**config.mk**
```make
export PLATFORM = sky130hd
export DESIGN_NAME = and_frame_reducer
export DESIGN_NICKNAME = d
export VERILOG_FILES = /design/src/rtl/and_frame_reducer_pkg.sv /design/src/rtl/and_frame_reducer_popcount16.sv /design/src/rtl/and_frame_reducer.sv
export SDC_FILE = /design/constraint.sdc
export NUM_CORES = 1
export LEC_CHECK = 0
export BUFFER_PORTS_ARGS = -buffer_cell sky130_fd_sc_hd__buf_2
export CAP_MARGIN = 20
export CORE_MARGIN = 2
export CORE_UTILIZATION = 60
export DETAILED_ROUTE_END_ITERATION = 10
export MAX_ROUTING_LAYER = met4
export PLACE_DENSITY = 0.89
export SYNTH_ARGS = -nofsm -noshare
export SYNTH_HDL_FRONTEND = slang
export SYNTH_SLANG_ARGS = --single-unit
```
**constraint.sdc**
```tcl
create_clock -name clk -period 6 [get_ports clk]
set_clock_uncertainty 0.2 [all_clocks]
set_input_delay 0.6 -clock clk [delete_from_list [all_inputs] [get_ports clk]]
set_output_delay 0.6 -clock clk [all_outputs]
set_load 0.03 [all_outputs]
```
**src/rtl/and_frame_reducer_pkg.sv**
```systemverilog
// Shared definitions for the AND frame reducer and its bench.
package and_frame_reducer_pkg;

   // Frame-collection state: ACCUM gathers words, HOLD presents the result.
   typedef enum logic {
      ACCUM = 1'b0,
      HOLD  = 1'b1
   } state_t;

   localparam int DEF_WIDTH     = 16;
   localparam int DEF_FRAME_LEN = 4;

endpackage

```
**src/rtl/and_frame_reducer_popcount16.sv**
```systemverilog
// Combinational 16-bit ones counter, built as a balanced adder tree.
module popcount16 (
   input  logic [15:0] din,
   output logic [4:0]  cnt
);

   logic [7:0][1:0] l1;
   logic [3:0][2:0] l2;
   logic [1:0][3:0] l3;

   // Level 1: bit pairs -> 2-bit partial sums.
   for (genvar i = 0; i < 8; i++) begin : g_l1
      assign l1[i] = {1'b0, din[2*i]} + {1'b0, din[2*i+1]};
   end

   // Level 2: nibbles -> 3-bit partial sums.
   for (genvar i = 0; i < 4; i++) begin : g_l2
      assign l2[i] = {1'b0, l1[2*i]} + {1'b0, l1[2*i+1]};
   end

   // Level 3: bytes -> 4-bit partial sums.
   for (genvar i = 0; i < 2; i++) begin : g_l3
      assign l3[i] = {1'b0, l2[2*i]} + {1'b0, l2[2*i+1]};
   end

   assign cnt = {1'b0, l3[0]} + {1'b0, l3[1]};

endmodule

```
**src/rtl/and_frame_reducer.sv**
```systemverilog
// AND-reduces FRAME_LEN accepted words into one frame mask and presents the
// mask, its popcount and a zero flag on a held valid/ready output.
module and_frame_reducer
   import and_frame_reducer_pkg::*;
#(
   parameter int WIDTH     = DEF_WIDTH,
   parameter int FRAME_LEN = DEF_FRAME_LEN,
   parameter int CNT_W     = 8
) (
   input  logic             clk,
   input  logic             rst_n,
   input  logic             clr,
   input  logic             in_valid,
   output logic             in_ready,
   input  logic [WIDTH-1:0] in_data,
   output logic             out_valid,
   input  logic             out_ready,
   output logic [WIDTH-1:0] out_data,
   output logic [4:0]       out_pop,
   output logic             out_zero
);

   state_t             state_q, state_d;
   logic [CNT_W-1:0]   cnt;
   logic [WIDTH-1:0]   acc;
   logic [WIDTH-1:0]   nxt_res;
   logic [15:0]        pc_in;
   logic [4:0]         pc_out;
   logic               accept;
   logic               last;

   // Running reduction including the word on the bus; becomes the frame
   // result when this is the last word.
   assign nxt_res = acc & in_data;
   assign pc_in   = 16'(nxt_res);

   popcount16 u_pop (
      .din (pc_in),
      .cnt (pc_out)
   );

   // Handshake decode and next state; clr blocks acceptance even though
   // in_ready still reads 1 in ACCUM.
   always_comb begin
      state_d  = state_q;
      in_ready = (state_q == ACCUM);
      accept   = in_valid && in_ready && !clr;
      last     = accept && (cnt == CNT_W'(FRAME_LEN - 1));
      if (clr)
         state_d = ACCUM;
      else if (state_q == ACCUM && last)
         state_d = HOLD;
      else if (state_q == HOLD && out_ready)
         state_d = ACCUM;
   end

   // State register.
   always_ff @(posedge clk or negedge rst_n) begin
      if (!rst_n) state_q <= ACCUM;
      else        state_q <= state_d;
   end

   // Accumulator, word counter and registered result outputs.
   always_ff @(posedge clk or negedge rst_n) begin
      if (!rst_n) begin
         acc       <= '1;
         cnt       <= '0;
         out_valid <= 1'b0;
         out_data  <= '0;
         out_pop   <= '0;
         out_zero  <= 1'b0;
      end else if (clr) begin
         acc       <= '1;
         cnt       <= '0;
         out_valid <= 1'b0;
         out_data  <= '0;
         out_pop   <= '0;
         out_zero  <= 1'b0;
      end else if (state_q == ACCUM) begin
         if (last) begin
            // Frame complete: latch result, re-arm for the next frame.
            acc       <= '1;
            cnt       <= '0;
            out_valid <= 1'b1;
            out_data  <= nxt_res;
            out_pop   <= pc_out;
            out_zero  <= (nxt_res == '0);
         end else if (accept) begin
            acc <= nxt_res;
            cnt <= cnt + 1'b1;
         end
      end else if (out_ready) begin
         // Result consumed; out_data/out_pop/out_zero keep their values.
         acc       <= '1;
         cnt       <= '0;
         out_valid <= 1'b0;
      end
   end

endmodule

```
==> metrics.md, run 1 <==
| Metric | Value |
|---|---|
| Cell taking the most area after synthesis | `dfrtp_1` |
| Num CTS Buffers | `5` |
| Crit path max-delay cell type | `dfstp_2` |
| Synth async-reset ratio | `100%` |
| DIE WIDTH | `68.6 um` |
| TNS Setup | `0 ns` |
| Worst hold endpoint | `acc[3]` |
| Die area | `0.00470 sq mm` |
| Worst reg2reg startpoint | `acc[7]` |
| Largest net degree at the start of global routing | `49` |
| Nets@finish | `333` |
| Slew headroom | `55.9%` |
| Vias/cell | `5.53` |
| EDFF count, synth | `0` |
| Period utilization | `66.7%` |
| Die Y | `68.6 um` |
| Critical path class | `reg2reg` |
| Core ar. | `0.00400 sq mm` |
| Crit path top cell by count | `fa_1` |
| Grt ovf | `0` |
| Slew Viols, Final | `0` |
| Vias in the first global route | `1,807` |
| DRT Wirelength | `5.05 mm` |
| Worst Path Arrival | `around 4.0 ns` |
| Post-synthesis cell count | `251` |
| Bufs and invs on worst path | `2` |
| WP data required | `5.98 ns` |
| Cells on worst reg2reg path | `12` |
| Top delay family on crit path | `adder cells` |
| Starting DRT DRC Count | `187` |
| WL per Instance | `around 15 um` |
| Final GP Congestion | `0.870` |
| Overall Power | `between 0.8 and 0.9 mW` |
| CTS H-tree depth | `2` |
| Unrepaired setup endpoints after global routing | `no` |
| Number of library cell types mapped by synthesis | `34` |
| HPWL Detailed | `3.67 mm` |
| Outcome | `completed` |
| Fin util | `71.4%` |
| Initial antenna violation count | `0` |
| Clock Sinks | `48` |
| Port bufs | `44` |
| Diode count | `0` |
| Clk root buf | `clkbuf_8` |
| Count leader, synth | `nand2_1` |
| DRC viols | `0` |
| Row cnt | `23` |
| Share of cells above drive strength 1 | `~25%` |
| Worst-skew pair later-pin latency | `0.31 ns` |
| Share of the synthesized area in the top cell type | `about 32%` |
| Post_cts resized | `0` |
| Fmax | `0.250 GHz` |
| Pwr per Cell Area | `294 mW/mm^2` |
| Ys Warns | `0` |
| Top FF cell, synth | `dfrtp_1` |
| Element type at the critical path start | `register` |
| Total number of vias | `1,912` |
| Synth area leaders | `dfrtp_1 32%, dfstp_2 17%, fa_1 8.0%` |
| Min-delay src | `acc[3]` |
| Syn Area/Cell | `9.96 sq um` |
| P_leak | `1.44 nW` |
| Worst Max-Slew Pin Slew | `between 0.6 and 0.7 ns` |
| Starting Density | `between 60 and 70%` |
| Synth Net Count | `289` |
| Reg-to-reg endpoint | `out_pop[4]` |
| ANT nets after route | `0` |
| CTS tree | `built` |
| R2R setup slack | `2.00 ns` |
| Slowest stage delay, CP | `0.52 ns` |
| GRT Total Usage | `26.1%` |
| Peak supply drop | `0.000216 V` |
| Critical path fanouts, max | `3` |
| Post-CTS Setup Bufs | `0` |
| Cell Chain, Critical Path | `and2_1 -> fa_1 -> inv_1 -> fa_1 -> fa_1 -> fa_1 -> inv_1 -> ha_1 -> fa_1 -> a21o_1 -> nand2_1 -> o21ai_0` |
| DR pass1 iterations | `4` |
| CP endpoint kind | `register` |
| Min cycle time layout | `4.00 ns` |
| First-pass GRT wire length | `8.55 mm` |
| Min-delay worst type | `reg2reg` |
| Layout area overhead | `14.3%` |
| Yosys reg bits | `48` |
| Clk pin slew, worst setup/hold paths | `0.08 ns` |
| Most common library cells after synthesis | `53 x nand2_1, 32 x dfrtp_1, 27 x o21ai_0` |
| Final Setup Violations | `0` |
| Final Hold Vio Count | `0` |
| WHS Path Cells | `2` |
| Seq/Total Area, Yosys | `48.8%` |
| Mapped Area | `around 0.0025 sq mm` |
| Io pins | `45` |
| # Max-Cap Violations | `0` |
| Clock buffer depth | `2` |
==> power breakdown <==
| group | total, mW | internal (mW) | switching, mW |
|---|---|---|---|
| clock | 0.196 | 0.0940 | 0.102 |
| sequential | 0.369 | 0.355 | 0.0145 |
| combinational | 0.275 | 0.117 | 0.159 |
| total | 0.841 | 0.565 | 0.275 |
==> through the flow <==
stage | setup slack (ns) | instances | instance area (sq um) | hold slack [ns]
final | 2.00 | 346 | 2860 | 0.282
after global placement | 1.85 | 336 | 2740 | 0.255
after floorplan | 2.03 | 251 | 2500 | 0.104
after global routing | 1.81 | 346 | 2860 | 0.291
after detailed placement | 1.74 | 336 | 2740 | 0.265
after CTS | 2.00 | 344 | 2830 | 0.281
==> kinds of logic (layout without fill, tap and decap cells) <==
kind of cell | count (synthesis) | in the layout | share of synthesized area (%)
buffers and inverters | 29 | 74 | 4.85
DFF | 48 | 48 | 48.8
xor gates and xnor gates | 8 | 8 | 2.80
and+or+nand+nor | 99 | 99 | 20.8
adders and majority gates | 17 | 17 | 11.5
AOI/OAI and AO/OA | 50 | 50 | 11.3
==> layout by cell type, fill, tap and decap left out, drive strengths merged <==
| master | n |
|---|---|
| nand2 | 53 |
| buf | 45 |
| dfrtp | 32 |
| o21ai | 27 |
| inv | 20 |
| dfstp | 16 |
| nand3b | 14 |
| a21oi | 14 |
| fa | 10 |
| nor2 | 9 |
| clkbuf | 8 |
| xnor2 | 7 |
| nand3 | 7 |
| ha | 7 |
| and2 | 5 |
| a21o | 4 |
| nand4 | 4 |
| a211oi | 3 |
| nor4b | 2 |
| nor2b | 1 |
| xor2 | 1 |
| and4 | 1 |
| or4b | 1 |
| and3 | 1 |
| o41ai | 1 |
| nand2b | 1 |
| o31ai | 1 |
| dlygate4sd3 | 1 |
==> flip-flops by register name (all words and copies together), names as in the netlist <==
| signal | flops |
|---|---|
| out_data | 16 |
| acc | 16 |
| out_valid | 1 |
| out_zero | 1 |
| cnt | 8 |
| state_q | 1 |
| out_pop | 5 |
==> worst max path at each step <==
| stage | startpoint | to | slack (ns) | cells past startpoint |
|---|---|---|---|---|
| global route | acc[7] | out_pop[4] | 1.81 | 12 |
| floorplan | in_data[3] | out_pop[4] | 2.03 | 12 |
| CTS | acc[7] | out_pop[4] | 2.00 | 12 |
| detailed placement | in_data[9] | out_pop[4] | 1.74 | 14 |
| global placement | in_data[9] | out_pop[4] | 1.85 | 14 |
| finish | acc[7] | out_pop[4] | 2.00 | 12 |
==> layout make-up <==
cell class	count	area [sq um]
inverter	20	75.1
fill	285	1140
timing repair buffer	46	250
multi-input combinational	174	1160
clock buffer	8	90.1
tap	50	62.6
sequential	48	1220
==> repair_timing <==
| item | CTS | global route |
|---|---|---|
| setup endpoints to repair | 0 | 0 |
| hold endpoints to repair | 0 | 3 |
| hold buffers | 0 | 1 |
==> metal layers <==
| metal | track usage [%] | up-vias | share of wire, % |
|---|---|---|---|
| li1 | - | 921 | - |
| met1 | 36.8 | 919 | 45 |
| met2 | 37.0 | 64 | 46 |
| met3 | 6.66 | 8 | 6.5 |
| met4 | 8.75 | 0 | 1.9 |
| met5 | - | - | 0 |
==> tightest hold or removal path, delay by kind of cell (launching register included) <==
family / cells / cell delay (ns)
compound gates: 1 / 0.06
flops: 1 / 0.37
simple gates: 1 / 0.05
Note: power is estimated with default switching activity, not from simulation.
==> run 2, diff against run 1 <==
--- a/config.mk
+++ b/config.mk
@@ -5,13 +5,14 @@
 export SDC_FILE = /design/constraint.sdc
 export NUM_CORES = 1
 export LEC_CHECK = 0
+export ABC_AREA = 1
 export BUFFER_PORTS_ARGS = -buffer_cell sky130_fd_sc_hd__buf_2
 export CAP_MARGIN = 20
 export CORE_MARGIN = 2
-export CORE_UTILIZATION = 60
+export CORE_UTILIZATION = 56
 export DETAILED_ROUTE_END_ITERATION = 10
 export MAX_ROUTING_LAYER = met4
-export PLACE_DENSITY = 0.89
+export PLACE_DENSITY = 0.84
 export SYNTH_ARGS = -nofsm -noshare
 export SYNTH_HDL_FRONTEND = slang
 export SYNTH_SLANG_ARGS = --single-unit
==> constraint.sdc (replaced) <==
create_clock -name clk -period 4.1 [get_ports clk]
set_clock_uncertainty 0.2 [all_clocks]
set_input_delay 0.41 -clock clk [delete_from_list [all_inputs] [get_ports clk]]
set_output_delay 0.41 -clock clk [all_outputs]
set_load 0.03 [all_outputs]
==> run 2 against run 1 <==
Critical path depth grew 2. Critical path type unchanged. Non-clock buffer count up 1. Sequential power is 47% higher. Global-route usage shrank 1.9 points. Flip-flop and latch count unchanged. Maximum frequency up 2.4%. Via count grew 5.9%. Die area rose by 12%. Routed wire length rose by 5.2%. Register-to-register slack lost 1.8 ns.
==> metrics.md, run 2 <==
| Metric | Value |
|---|---|
| Mapped Area | `0.00263 sq mm (+5.1%)` |
| Row cnt | `24 (+4.3%)` |
| Worst Path Arrival | `3.89 ns (-0.09 ns)` |
| Seq/Total Area, Yosys | `46.5% (-2.4 points)` |
| Critical path fanouts, max | `3 (unchanged)` |
| Synth Net Count | `329 (+14%)` |
| Fill count | `371 (+30%)` |
| Min cycle time layout | `3.91 ns (-0.0935 ns)` |
| Number of library cell types mapped by synthesis | `27 (-21%)` |
| Die area | `0.00526 sq mm (+12%)` |
| Ys Warns | `0 (unchanged)` |
| Sw power | `0.435 mW (+58%)` |
| Slowest stage delay, CP | `0.53 ns (about the same)` |
| Comb power frac | `35.3% (+2.5 points)` |
| Clk network pwr share | `21.5% (-1.8 points)` |
| Count leader, synth | `nand2_1` |
| DRT Wirelength | `5.31 mm (+5.2%)` |
| GRT Total Usage | `24.2% (-1.9 points)` |
| Syn Area/Cell | `9.03 sq um (-9.3%)` |
| Worst Max-Slew Pin Slew | `0.751 ns (+0.0902 ns)` |
| Crit path max-delay cell type | `dfstp_2` |
| Fmax | `0.256 GHz (+2.4%)` |
| Net Sw Frac | `34.7% (+1.9 points)` |
| First-pass GRT wire length | `9.46 mm (+11%)` |
| Clk pin slew, worst setup/hold paths | `0.09 ns (about the same)` |
| DRC viols | `0 (unchanged)` |
| EDFF count, synth | `0 (unchanged)` |
| Internal power component | `0.820 mW (+45%)` |
| Top FF cell, synth | `dfrtp_1` |
| Cell taking the most area after synthesis | `dfrtp_1` |
| CTS tree | `built` |
| Vias/cell | `5.19 (-6.0%)` |
| Layout area overhead | `12.5%` |
| Port bufs | `44 (unchanged)` |
| Initial antenna violation count | `0 (unchanged)` |
| Clock buffer depth | `2 (unchanged)` |
| Final GP Congestion | `0.816 (-6.2%)` |
| Total number of vias | `2,025 (+5.9%)` |
| Pwr per Cell Area | `425 mW/mm^2 (+44%)` |
| Synth Area in Simple Gates | `24.6% (+3.8 points)` |
| DIE WIDTH | `72.5 um (+5.8%)` |
| Min-delay worst type | `in2reg` |
| Outcome | `completed` |
| Core ar. | `0.00444 sq mm (+11%)` |
| Clock Sinks | `48 (unchanged)` |
| Design area | `0.00296 sq mm (+3.5%)` |
| # Max-Cap Violations | `0 (unchanged)` |
| Compound-cell area share of the yosys netlist | `9.19% (-2.1 points)` |
| XOR/XNOR share of the synthesized area | `0.333% (-2.5 points)` |
| Top flop regs | `acc (16), out_data (16), cnt (8)` |
| Commonest non-fill, non-tap cells in the layout | `60 x nand2_1, 44 x buf_2, 32 x dfrtp_1` |
| DR pass1 iterations | `4 (unchanged)` |
| Yosys reg bits | `48 (unchanged)` |
| Adder-Cell Fraction of Synth Area | `10.9% (-0.56 points)` |
| Crit path top cell by count | `fa_1` |
| Element type at the critical path start | `register` |
| Vias in the first global route | `2,129 (+18%)` |
| Largest family of logic cells by synthesized area | `simple AND/OR/NAND/NOR gates` |
| Critical path class | `reg2reg` |
| Final Setup Violations | `0 (unchanged)` |
| TNS Setup | `0 ns (unchanged)` |
| Worst-skew pair later-pin latency | `0.31 ns (about the same)` |
| Cell Chain, Critical Path | `nand2_1 -> inv_2 -> fa_1 -> fa_1 -> inv_1 -> fa_1 -> fa_1 -> inv_1 -> ha_1 -> fa_2 -> nand2_1 -> inv_1 -> o21ai_1 -> o21ai_1` |
| Clk root buf | `clkbuf_8` |
| Most common library cells after synthesis | `60 x nand2_1, 32 x dfrtp_1, 32 x inv_1` |
| Slew Viols, Final | `0 (unchanged)` |
| ANT nets after route | `0 (unchanged)` |
| Setup ws final | `0.191 ns (-1.81 ns)` |
| Sequential power share | `43.1% (-0.8 points)` |
| Grt ovf | `0 (unchanged)` |
| Period utilization | `95.3% (+29 points)` |
| Die Y | `72.5 um (+5.8%)` |
| Multiplexer share of the synthesized area | `0% (unchanged)` |
| Unrepaired setup endpoints after global routing | `no` |
| Dpl ws | `0.0612 ns (-1.68 ns)` |
| Most common cell after layout, fill and taps aside | `nand2_1` |
| Largest net degree at the start of global routing | `49 (unchanged)` |
| Io pins | `45 (unchanged)` |
| P_leak | `1.63 nW (+13%)` |
| Synth async-reset ratio | `100% (unchanged)` |
| WP data required | `4.08 ns (-1.90 ns)` |
| Peak supply drop | `0.000251 V (+16%)` |
| Num CTS Buffers | `5 (unchanged)` |
| Share of cells above drive strength 1 | `31.4% (+6.7 points)` |
| Final Hold Vio Count | `0 (unchanged)` |
| Slew headroom | `49.9% (-6.1 points)` |
| WL per Instance | `13.6 um (-6.6%)` |
| Starting DRT DRC Count | `142 (-24%)` |
| CTS H-tree depth | `2 (unchanged)` |
| Starting Density | `59.1% (-3.4 points)` |
| Diode count | `0 (unchanged)` |
| Placed cell areas | `0.00284 sq mm (+3.8%)` |
| Share of the synthesized area in the top cell type | `30.5% (-1.6 points)` |
| Nets@finish | `375 (+13%)` |
| HPWL Detailed | `3.86 mm (+5.2%)` |
| Post-synthesis cell count | `291 (+16%)` |
| CP endpoint kind | `register` |
| Synth area leaders | `dfrtp_1 30%, dfstp_2 16%, nand2_1 8.6%` |
[run 2: critical path, delay by kind of cell, from the launching register on]
family | cells | cell delay [ns]
compound gates | 2 | 0.21
fa+ha+maj | 6 | 2.44
buf+inv | 4 | 0.22
flops | 1 | 0.53
simple gates | 2 | 0.19
[run 2: final cells by class]
class	instances	area [sq um]	share of cell area, %
repair buffers	47	258	8.72
multi-input cells	197	1190	40.1
flip-flops and latches	48	1220	41.3
well taps	52	65.1	2.20
clock buffers	7	76.3	2.58
inverters	38	145	4.91
clock inverters	1	5.00	0.169
[run 2: cells by family (layout without fill, tap and decap cells)]
family	Yosys count	count (layout)
simple gates	137	137
flops	48	48
buf+inv	46	93
compound gates	42	42
fa+ha+maj	17	17
xor+xnor	1	1
[run 2: power by group through the flow]
stage          combinational, mW  sequential [mW]  clock [mW]
3_5_place_dp               0.436            0.550           0
4_1_cts                    0.442            0.541       0.278
2_1_floorplan              0.324            0.559           0
6_report                   0.443            0.541       0.271
3_3_place_gp               0.417            0.549           0
5_1_grt                    0.534            0.546       0.294
[run 2: per-layer routing]
layer / up-vias / GRT usage, % / part of all wire [%] / wire length, um
met5: - / - / 0 / 0
li1: 1015 / - / - / -
met2: 46 / 42.0 / 51 / 2700
met3: 5 / 5.14 / 4.2 / 223
met1: 959 / 29.2 / 44 / 2340
met4: 0 / 5.56 / 1.1 / 57
[run 2: metrics by stage]
stage	hold WS, ns	utilization [%]	power, mW	cells
floorplan	-0.0856	-	0.884	291
global placement	0.262	64.0	0.966	380
detailed placement	0.269	64.0	0.986	380
CTS	0.114	65.8	1.26	388
global route	0.157	66.5	1.37	390
finish	0.156	66.5	1.26	390
[run 2: timing repair]
item	CTS	global route
endpoints found under the hold margin	0	12
endpoints found under the setup margin	0	1
buffers inserted	0	0
hold buffers	0	1
gates resized for setup	0	3
[run 2: worst paths after layout]
check	slack, ns	to	from	cells past startpoint
worst min-delay path	0.16	acc[0]	in_data[0]	3
min in group asynchronous	0.33	cnt[7]	rst_n	2
worst max-delay path	0.19	out_pop[4]	acc[11]	14
worst min register to register	0.28	out_valid	out_valid	2
worst max register to register	0.19	out_pop[4]	acc[11]	14
max in group asynchronous	2.80	acc[10]	rst_n	3
